File: src/rtl/echo_detect_pkg.sv
// echo_detect_pkg
//   Shared types and defaults for the echo detector front end.
//   - state_t      : top-level FSM states (idle, blanking, listening)
//   - *_DEF        : default values for the detector parameters
//   - run_w()      : bit width needed to hold a run counter saturating at n
package echo_detect_pkg;

  typedef enum logic [1:0] {
    ST_IDLE   = 2'd0,
    ST_BLANK  = 2'd1,
    ST_LISTEN = 2'd2
  } state_t;

  localparam int RUN_MIN_DEF = 4;
  localparam int GAP_MIN_DEF = 4;
  localparam int BLANK_DEF   = 64;
  localparam int WINDOW_DEF  = 4096;

  // Width of a counter that must be able to hold the value n (n >= 1).
  function automatic int run_w(input int n);
    return (n < 1) ? 1 : $clog2(n + 1);
  endfunction

endpackage

File: src/rtl/echo_run_qual.sv
// echo_run_qual
//   Synchronizes the raw comparator bit and qualifies echo pulses by run
//   length. An echo is accepted only after a low gap of GAP_MIN samples has
//   armed the detector, followed by RUN_MIN consecutive high samples.
// Ports:
//   clk      in  system clock
//   rst      in  synchronous active-high reset
//   sig      in  raw digitizer bit, asynchronous to clk
//   enable   in  counting allowed (detector is listening); low clears runs
//   clear    in  one-cycle clear of run counters and armed flag
//   qual_stb out one-cycle pulse per qualified echo
module echo_run_qual
  import echo_detect_pkg::*;
#(
  parameter int RUN_MIN = RUN_MIN_DEF,
  parameter int GAP_MIN = GAP_MIN_DEF
) (
  input  logic clk,
  input  logic rst,
  input  logic sig,
  input  logic enable,
  input  logic clear,
  output logic qual_stb
);

  localparam int RW = run_w(RUN_MIN);
  localparam int GW = run_w(GAP_MIN);
  localparam logic [RW-1:0] RUN_SAT = RW'(RUN_MIN);
  localparam logic [GW-1:0] GAP_SAT = GW'(GAP_MIN);

  logic [1:0]    sync_reg;
  logic          sig_s;
  logic [RW-1:0] run_hi_reg;
  logic [GW-1:0] run_lo_reg;
  logic          armed_reg;

  // Second flop of the synchronizer is the only view of sig used below.
  assign sig_s = sync_reg[1];

  // run_hi is saturated at RUN_MIN, so the strobe fires exactly once per
  // pulse: armed clears on the strobe and only a fresh gap can re-arm it.
  assign qual_stb = enable && !clear && armed_reg && (run_hi_reg == RUN_SAT);

  always_ff @(posedge clk) begin
    if (rst) begin
      sync_reg   <= 2'b00;
      run_hi_reg <= '0;
      run_lo_reg <= '0;
      armed_reg  <= 1'b0;
    end else begin
      sync_reg <= {sync_reg[0], sig};
      if (clear || !enable) begin
        run_hi_reg <= '0;
        run_lo_reg <= '0;
        armed_reg  <= 1'b0;
      end else begin
        if (sig_s) begin
          run_lo_reg <= '0;
          if (run_hi_reg != RUN_SAT) begin
            run_hi_reg <= run_hi_reg + 1'b1;
          end
        end else begin
          run_hi_reg <= '0;
          if (run_lo_reg != GAP_SAT) begin
            run_lo_reg <= run_lo_reg + 1'b1;
          end
        end
        if (qual_stb) begin
          armed_reg <= 1'b0;
        end else if (run_lo_reg == GAP_SAT) begin
          armed_reg <= 1'b1;
        end
      end
    end
  end

endmodule

File: src/rtl/echo_detect.sv
// echo_detect
//   Receiver front end of the ping timing accumulator. After each ping start
//   the receiver is blanked, then listens for qualified echo pulses until the
//   listen window expires. Each echo produces a one-cycle rf_rx_stb and its
//   timestamp (cycles since ping start) is recorded.
// Build option:
//   ECHO_DETECT_CNT_EN  adds the hit_cnt[7:0] output (echoes in window,
//                       saturating at 255, cleared by tx_stb).
// Ports:
//   clk        in   system clock
//   rst        in   synchronous active-high reset
//   sig        in   raw digitizer bit, asynchronous to clk
//   tx_stb     in   one-cycle ping start; restarts the window from any state
//   tx_en      in   transmitter active; forces blanking while high
//   rf_rx_stb  out  one-cycle pulse per qualified echo
//   first_ts   out  timestamp of first echo in current window
//   last_ts    out  timestamp of most recent echo in current window
//   hit        out  at least one echo seen in current window
//   win_done   out  one-cycle pulse at end of listen window
//   busy       out  high while blanking or listening
//   hit_cnt    out  echo count (only with ECHO_DETECT_CNT_EN)
module echo_detect
  import echo_detect_pkg::*;
#(
  parameter int RUN_MIN = RUN_MIN_DEF,
  parameter int GAP_MIN = GAP_MIN_DEF,
  parameter int BLANK   = BLANK_DEF,
  parameter int WINDOW  = WINDOW_DEF,
  parameter int TW      = $clog2(WINDOW)
) (
  input  logic          clk,
  input  logic          rst,
  input  logic          sig,
  input  logic          tx_stb,
  input  logic          tx_en,
  output logic          rf_rx_stb,
  output logic [TW-1:0] first_ts,
  output logic [TW-1:0] last_ts,
  output logic          hit,
  output logic          win_done,
  output logic          busy
`ifdef ECHO_DETECT_CNT_EN
  ,
  output logic [7:0]    hit_cnt
`endif
);

  localparam int BW = (BLANK > 1) ? $clog2(BLANK) : 1;
  localparam logic [BW-1:0] BLANK_LOAD = BW'(BLANK - 1);
  localparam logic [TW-1:0] TS_LAST    = TW'(WINDOW - 1);

  state_t        state_reg, state_next;
  logic [TW-1:0] ts_cnt_reg;
  logic [BW-1:0] blank_cnt_reg;
  logic [TW-1:0] first_ts_reg;
  logic [TW-1:0] last_ts_reg;
  logic          hit_reg;
  logic          qual_stb;
  logic          listening;
  logic          win_end;

  assign listening = (state_reg == ST_LISTEN);
  assign busy      = (state_reg != ST_IDLE);
  assign win_end   = busy && (ts_cnt_reg == TS_LAST);

  // A ping start in the same cycle aborts the current window, so neither
  // its end nor a coincident echo is reported.
  assign win_done  = win_end && !tx_stb;
  assign rf_rx_stb = qual_stb && !tx_stb;

  assign first_ts = first_ts_reg;
  assign last_ts  = last_ts_reg;
  assign hit      = hit_reg;

  echo_run_qual #(
    .RUN_MIN (RUN_MIN),
    .GAP_MIN (GAP_MIN)
  ) u_run_qual (
    .clk      (clk),
    .rst      (rst),
    .sig      (sig),
    .enable   (listening),
    .clear    (tx_stb),
    .qual_stb (qual_stb)
  );

  always_comb begin
    state_next = state_reg;
    case (state_reg)
      ST_IDLE: begin
        state_next = ST_IDLE;
      end
      ST_BLANK: begin
        if ((blank_cnt_reg == '0) && !tx_en) begin
          state_next = ST_LISTEN;
        end
      end
      ST_LISTEN: begin
        if (tx_en) begin
          state_next = ST_BLANK;
        end
      end
      default: begin
        state_next = ST_IDLE;
      end
    endcase
    if (win_end) begin
      state_next = ST_IDLE;
    end
    if (tx_stb) begin
      state_next = ST_BLANK;
    end
  end

  always_ff @(posedge clk) begin
    if (rst) begin
      state_reg     <= ST_IDLE;
      ts_cnt_reg    <= '0;
      blank_cnt_reg <= '0;
      first_ts_reg  <= '0;
      last_ts_reg   <= '0;
      hit_reg       <= 1'b0;
    end else begin
      state_reg <= state_next;

      // The timestamp stops at the last window cycle instead of wrapping.
      if (tx_stb) begin
        ts_cnt_reg <= '0;
      end else if (busy && !win_end) begin
        ts_cnt_reg <= ts_cnt_reg + 1'b1;
      end

      // Blanking restarts from full length on ping start and is held at
      // full length for as long as the transmitter is active.
      if (tx_stb || tx_en) begin
        blank_cnt_reg <= BLANK_LOAD;
      end else if ((state_reg == ST_BLANK) && (blank_cnt_reg != '0)) begin
        blank_cnt_reg <= blank_cnt_reg - 1'b1;
      end

      if (tx_stb) begin
        first_ts_reg <= '0;
        last_ts_reg  <= '0;
        hit_reg      <= 1'b0;
      end else if (rf_rx_stb) begin
        last_ts_reg <= ts_cnt_reg;
        if (!hit_reg) begin
          first_ts_reg <= ts_cnt_reg;
          hit_reg      <= 1'b1;
        end
      end
    end
  end

`ifdef ECHO_DETECT_CNT_EN
  logic [7:0] hit_cnt_reg;

  always_ff @(posedge clk) begin
    if (rst) begin
      hit_cnt_reg <= 8'd0;
    end else if (tx_stb) begin
      hit_cnt_reg <= 8'd0;
    end else if (rf_rx_stb && (hit_cnt_reg != 8'hFF)) begin
      hit_cnt_reg <= hit_cnt_reg + 8'd1;
    end
  end

  assign hit_cnt = hit_cnt_reg;
`endif

endmodule

File: config.mk
export PLATFORM = sky130hd
export DESIGN_NAME = echo_detect
export DESIGN_NICKNAME = d
export VERILOG_FILES = /design/src/rtl/echo_detect_pkg.sv /design/src/rtl/echo_run_qual.sv /design/src/rtl/echo_detect.sv
export SDC_FILE = /design/constraint.sdc
export NUM_CORES = 1
export LEC_CHECK = 0
export CORE_ASPECT_RATIO = 0.8
export CORE_MARGIN = 3
export CORE_UTILIZATION = 50
export DETAILED_ROUTE_END_ITERATION = 8
export GPL_TIMING_DRIVEN = 0
export HOLD_SLACK_MARGIN = 0.12
export PLACE_DENSITY_LB_ADDON = 0.3
export SYNTH_ARGS = -nofsm -noshare
export SYNTH_HDL_FRONTEND = slang
export SYNTH_SLANG_ARGS = --single-unit
File: constraint.sdc
create_clock -name clk -period 3.6 [get_ports clk]
set_input_delay 0.72 -clock clk [delete_from_list [all_inputs] [get_ports clk]]
set_output_delay 0.72 -clock clk [all_outputs]
set_load 0.01 [all_outputs]
# After elaboration in Yosys (flattened, before gate mapping)
# Index checks and enable logic that the tools add are counted.
dict set report word_totals {
  ff_bits 54
  inputBits 5
  rom_bits 0
  output_inout_bits 28
  mem_bits_rw 0
  latch_bits 0
  n_memories 0
}
dict set report classes {
  n_addsub 4
  bitwise_logic 2
  shift 0
  multipliers 0
  n_lt_le_gt_ge 0
  reduce_logical 27
  div_mod_pow 0
  n_eq_ne 11
  mux 7
}
# cell count
set ops {}
lappend ops {{adder 12 x 1 -> 12 bit, second input constant} 1}
lappend ops {{== test 12 bit, second input constant} 1}
lappend ops {{two-way mux 6 bit} 2}
lappend ops {{OR reduction 3 bit} 4}
lappend ops {{logical AND 1 bit} 9}
lappend ops {{inequality test 4 bit, second input constant} 2}
lappend ops {{adder 3 x 1 -> 3 bit, second input constant} 2}
lappend ops {{== test 3 bit, second input constant} 2}
lappend ops {{logical NOT 6 bit} 1}
lappend ops {{inequality test 3 bit, second input constant} 2}
lappend ops {{AND reduction 2 bit} 3}
lappend ops {{nonzero test 6 bit} 1}
lappend ops {{subtractor 6 x 1 -> 6 bit, second input constant} 1}
lappend ops {{logical NOT 1 bit} 4}
lappend ops {{two-way mux 2 bit} 2}
lappend ops {{inequality test 2 bit, second input constant} 2}
lappend ops {{one-hot mux 2 bit (2 select lines)} 1}
lappend ops {{nonzero test 2 bit} 2}
lappend ops {{== test 2 x 1 -> 1 bit, second input constant} 1}
lappend ops {{== test 2 bit, second input constant} 1}
lappend ops {{logical OR 1 bit} 2}
lappend ops {{two-way mux 1 bit} 2}
lappend ops {{NOT 1 bit} 2}
lappend ops {{OR reduction 2 bit} 1}

# Longest topological paths before layout
dict set report depth {
  depth_word 6
  mapped_depth 7
  ltp_nobuf 6
}

# By module
# Synthesis repeated with hierarchy kept, for this count alone.
dict set report hier_totals {
  hier_cells 251
  hier_area_um2 2372.3
}
# module area_per_inst_um2 cells_each seq_area_each_um2 n_inst
set modules_own_cells {}
lappend modules_own_cells {echo_detect 1929.4 205 900.9 1}
lappend modules_own_cells {echo_run_qual 442.9 46 180.2 1}

# Worst setup path after synthesis
# OpenSTA, ideal clock, no wires.
dict set report synth_timing {
  path_type {in2out}
  start {input tx_stb}
  end {output rf_rx_stb}
  arrival_time_ns 1.493
  t_required_ns 2.880
  path_slack_ns 1.387
  n_path_buf 1
  path_stages 3
  cell_sequence {nand2b_1 -> nor3_4 -> buf_4}
}
dict set report synth_between {
  elab_chain_cells 5
}
# item line
set synth_lines {}
lappend synth_lines {{start, declared} echo_detect.sv:34} ;# input logic tx_stb,
lappend synth_lines {{logical NOT 1 bit *} {echo_run_qual.sv:42, echo_detect.sv:69}}
lappend synth_lines {{logical AND 1 bit (3 in series)} echo_run_qual.sv:42} ;# assign qual_stb = enable && !clear && armed_reg && (run_hi_reg == RUN_SAT);
lappend synth_lines {{logical AND 1 bit *} echo_detect.sv:69} ;# assign rf_rx_stb = qual_stb && !tx_stb;
lappend synth_lines {{end, declared} echo_detect.sv:36} ;# output logic rf_rx_stb,
# Every way passes the cells marked *; elsewhere a longest branch is shown, timed or not.

# Worst setup path after layout
# Same ends and word-level chain as after synthesis.

==> flow_results.xml <==
<?xml version="1.0" encoding="UTF-8"?>
<metrics>
  <group name="synthesis">
    <metric name="synth-edff-count" unit="">0</metric>
    <metric name="synth.most_common_cell" unit="">dfxtp_1</metric>
    <metric name="synthDominantAreaCellType" unit="">dfxtp_1</metric>
    <metric name="synth_top_cells_by_area" unit="">dfxtp_1 (46%), mux2i_1 (11%), nor2_1 (7.3%), ha_1 (3.7%), a21oi_1 (2.3%)</metric>
    <metric name="synthesis.area_per_instance" unit="sq um">9.32</metric>
    <metric name="yosys.cell_types.count" unit="">41</metric>
    <metric name="mappedNetlistArea" unit="sq mm">0.00237</metric>
    <metric name="synth.top_cells.by_count" unit="">dfxtp_1 (54), nor2_1 (46), mux2i_1 (25)</metric>
    <metric name="mappedNetlistNets" unit="">266</metric>
    <metric name="ys_seq_area_share" unit="%">45.7</metric>
    <metric name="synth_flop_cell" unit="">dfxtp_1</metric>
    <metric name="synth_seq_cells" unit="">54</metric>
    <metric name="synth-async-reset-ratio" unit="%">0</metric>
    <metric name="yosys_warnings" unit="">0</metric>
    <metric name="syn-instance-count" unit="">254</metric>
    <metric name="synthDominantCellAreaShare" unit="%">45.7</metric>
  </group>
  <group name="sta">
    <metric name="setup_slack" unit="ns">0.182</metric>
    <metric name="achievable-frequency" unit="MHz">293</metric>
    <metric name="worst_slew_pin_slew" unit="ns">0.527</metric>
    <metric name="timing.final.crit_share" unit="%">95.0</metric>
    <metric name="setup_viol_count_final" unit="">0</metric>
    <metric name="timing_max_transition_violations_final" unit="">0</metric>
    <metric name="final-hold-violation-count" unit="">0</metric>
    <metric name="clock-skew-final" unit="ns">0.00669</metric>
    <metric name="period_needed" unit="ns">3.42</metric>
    <metric name="slew_headroom" unit="%">64.7</metric>
    <metric name="rsz0062_at_grt" unit="">false</metric>
    <metric name="setup_tns" unit="ns">0</metric>
  </group>
  <group name="floorplan">
    <metric name="effective_utilization_at_floorplan" unit="%">54.2</metric>
    <metric name="die_width" unit="microns">82.9</metric>
    <metric name="ios" unit="">33</metric>
    <metric name="placeable_core_region" unit="sq mm">0.00436</metric>
    <metric name="floorplan.die_area" unit="sq mm">0.00560</metric>
    <metric name="placement_rows" unit="">21</metric>
    <metric name="dieHeight" unit="microns">67.5</metric>
  </group>
  <group name="clock_tree">
    <metric name="post_cts_repair_resize_count" unit="">0</metric>
    <metric name="cts_root_buf" unit="">clkbuf_8</metric>
    <metric name="cts_buffers" unit="">5</metric>
    <metric name="ctsHtreeMaxLevel" unit="">2</metric>
    <metric name="cts.repair_timing.setup_buffer_count" unit="">0</metric>
    <metric name="cts-root-to-sink-buffers" unit="">2</metric>
    <metric name="clk_pin_slew_worst_paths" unit="ns">0.10</metric>
    <metric name="clock_net_sink_count" unit="">54</metric>
    <metric name="tritoncts" unit="">yes</metric>
    <metric name="clk-insertion-delay-late" unit="ns">0.30</metric>
  </group>
  <group name="pwr">
    <metric name="power.static_leakage" unit="nW">0.960</metric>
    <metric name="cell_internal_pwr" unit="mW">0.782</metric>
    <metric name="irDropWorstVdd" unit="mV">0.293</metric>
    <metric name="switching_share" unit="%">22.9</metric>
    <metric name="clkPwrFrac" unit="%">34.2</metric>
    <metric name="p_total" unit="mW">1.02</metric>
    <metric name="comb_power_share" unit="%">5.4</metric>
    <metric name="p_seq_share" unit="%">60.3</metric>
    <metric name="p_per_area" unit="mW/mm^2">356</metric>
    <metric name="switching_power" unit="mW">0.233</metric>
  </group>
  <group name="grt">
    <metric name="met3_usage" unit="%">3.66</metric>
    <metric name="grt_max_degree" unit="">17</metric>
    <metric name="first_global_vias" unit="">1664</metric>
    <metric name="wire_length_of_the_first_global_routing_pass" unit="microns">7880</metric>
    <metric name="grt_remaining_overflow" unit="">0</metric>
    <metric name="met1_usage" unit="%">24.8</metric>
    <metric name="antenna_found_initial" unit="">0</metric>
    <metric name="grt_usage" unit="%">17.4</metric>
    <metric name="globalRouteMet2Util" unit="%">26.9</metric>
    <metric name="grt_most_used_layer" unit="">met2</metric>
  </group>
  <group name="flow_run">
    <metric name="maxCapViolCount" unit="">0</metric>
  </group>
  <group name="detailed_routing">
    <metric name="drt-pass1-iter-count" unit="">5</metric>
    <metric name="remaining_design_rule_violation_count" unit="">0</metric>
    <metric name="detail-route-antenna-nets" unit="">0</metric>
    <metric name="vias" unit="">1889</metric>
    <metric name="vias_per_cell" unit="">5.38</metric>
    <metric name="postRouteWirelength" unit="microns">4680</metric>
    <metric name="avgRoutedWirePerCell" unit="microns">13.3</metric>
    <metric name="detail_route.iter0.violations" unit="">125</metric>
  </group>
  <group name="cells_and_area">
    <metric name="fin_nets" unit="">305</metric>
    <metric name="layoutNonFillerInstCount" unit="">351</metric>
    <metric name="layout-drive-gt1-share" unit="%">7.14</metric>
    <metric name="area_growth_syn_to_layout" unit="%">20.6</metric>
    <metric name="fill_cells" unit="">413</metric>
    <metric name="num_antenna_cells" unit="">0</metric>
  </group>
  <group name="setup_path">
    <metric name="worst-endpoint-arrival" unit="ns">2.70</metric>
    <metric name="critical_path_sink_type" unit="">output pin</metric>
    <metric name="worstSetupStartpointType" unit="">input pin</metric>
    <metric name="setup.reg_to_reg.worst_slack" unit="ns">1.69</metric>
    <metric name="path_class" unit="">input pin to output pin</metric>
    <metric name="cp_max_fo" unit="">10</metric>
    <metric name="required" unit="ns">2.88</metric>
  </group>
  <group name="placed_design">
    <metric name="gp_congestion" unit="">0.811</metric>
    <metric name="detailedPlacementHpwl" unit="microns">3360</metric>
    <metric name="buffer_ports.inserted" unit="">32</metric>
    <metric name="numPlacedInstances" unit="">343</metric>
    <metric name="preCtsSetupSlack" unit="ns">0.110</metric>
  </group>
  <group name="hold_path">
    <metric name="worst_min_delay_path_category" unit="">register to register</metric>
  </group>
  <group name="status">
    <metric name="status" unit="">complete, no violations</metric>
  </group>
</metrics>
[layout make-up]
| type | count | area [sq um] | area share, % |
|---|---|---|---|
| clock inverters | 2 | 12.5 | 0.439 |
| well taps | 57 | 71.3 | 2.50 |
| clock buffers | 6 | 82.6 | 2.89 |
| plain buffers | 12 | 85.1 | 2.98 |
| inverters | 9 | 33.8 | 1.18 |
| flip-flops and latches | 54 | 1080 | 37.9 |
| multi-input cells | 179 | 1170 | 40.9 |
| repair buffers | 32 | 320 | 11.2 |
[per-stage QoR]
stage | instance area [sq um] | hold slack (ns) | util [%]
after global routing | 2850 | 0.518 | 65.4
after floorplan | 2370 | 0.414 | -
final | 2850 | 0.482 | 65.4
after CTS | 2850 | 0.486 | 65.4
after detailed placement | 2760 | 0.469 | 63.2
after global placement | 2760 | 0.464 | 63.2
[power groups by stage]
stage	clock (mW)	combinational, mW	sequential [mW]
after floorplan	0	0.0373	0.624
after global placement	0	0.0539	0.626
after detailed placement	0	0.0545	0.626
after CTS	0.355	0.0549	0.612
after global routing	0.380	0.0612	0.614
final	0.348	0.0550	0.613
[layout by cell type, fill, tap and decap left out, types with 2 or more instances in the layout]
cell and count:
dfxtp_1 54, nor2_1 46, clkdlybuf4s50_1 32, mux2i_1 25
nand2_1 12, a21oi_1 11, inv_1 9, nand3_1 8
nor3_1 7, ha_1 7, xnor2_1 6, a31oi_1 6
clkbuf_8 6, nor4_1 5, nand2b_1 4, buf_6 4
clkbuf_1 4, o21ai_0 4, nor2b_1 4, and4_1 3
nand4_1 3, or3_1 3, o21a_1 3, buf_4 2
o31ai_1 2, xor2_1 2, a211oi_1 2, a41o_1 2
o2111ai_1 2
[worst paths after layout]
| check | cells past startpoint | start | to |
|---|---|---|---|
| worst max-delay path | 5 | tx_stb | rf_rx_stb |
| worst min-delay path | 1 | u_run_qual.sync_reg[0] | u_run_qual.sync_reg[1] |
| worst max register to register | 7 | u_run_qual.run_hi_reg[0] | first_ts[5] |
| worst min register to register | 1 | u_run_qual.sync_reg[0] | u_run_qual.sync_reg[1] |
[routing by layer]
| layer | share of wire [%] | up-vias |
|---|---|---|
| li1 | - | 971 |
| met1 | 52 | 866 |
| met2 | 41 | 44 |
| met3 | 5.8 | 8 |
| met4 | 1.2 | 0 |
| met5 | 0 | - |
[cell families (layout without fill, tap and decap cells)]
group / count (synthesis) / after routing / share of synthesized area (%)
AND/OR/NAND/NOR: 102 / 102 / 21.6
flip-flops: 54 / 54 / 45.7
buffers and inverters: 21 / 61 / 5.02
adder cells (fa/ha/maj): 7 / 7 / 3.70
XOR/XNOR: 8 / 8 / 2.96
AO/OA/AOI/OAI: 37 / 37 / 10.4
multiplexers: 25 / 25 / 10.6
[worst max-delay path, cell delays in order]
cell	delay (ns)
clkdlybuf4s50_1	0.54
nand2b_1	0.29
nor3_4	0.30
buf_4	0.28
clkdlybuf4s50_1	0.56
[timing repair]
| action | CTS | global route |
|---|---|---|
| endpoints found under the hold margin | 0 | 0 |
| hold buffers | 0 | 0 |
| setup endpoints to repair | 0 | 1 |
(Power assumes the default switching activity.)
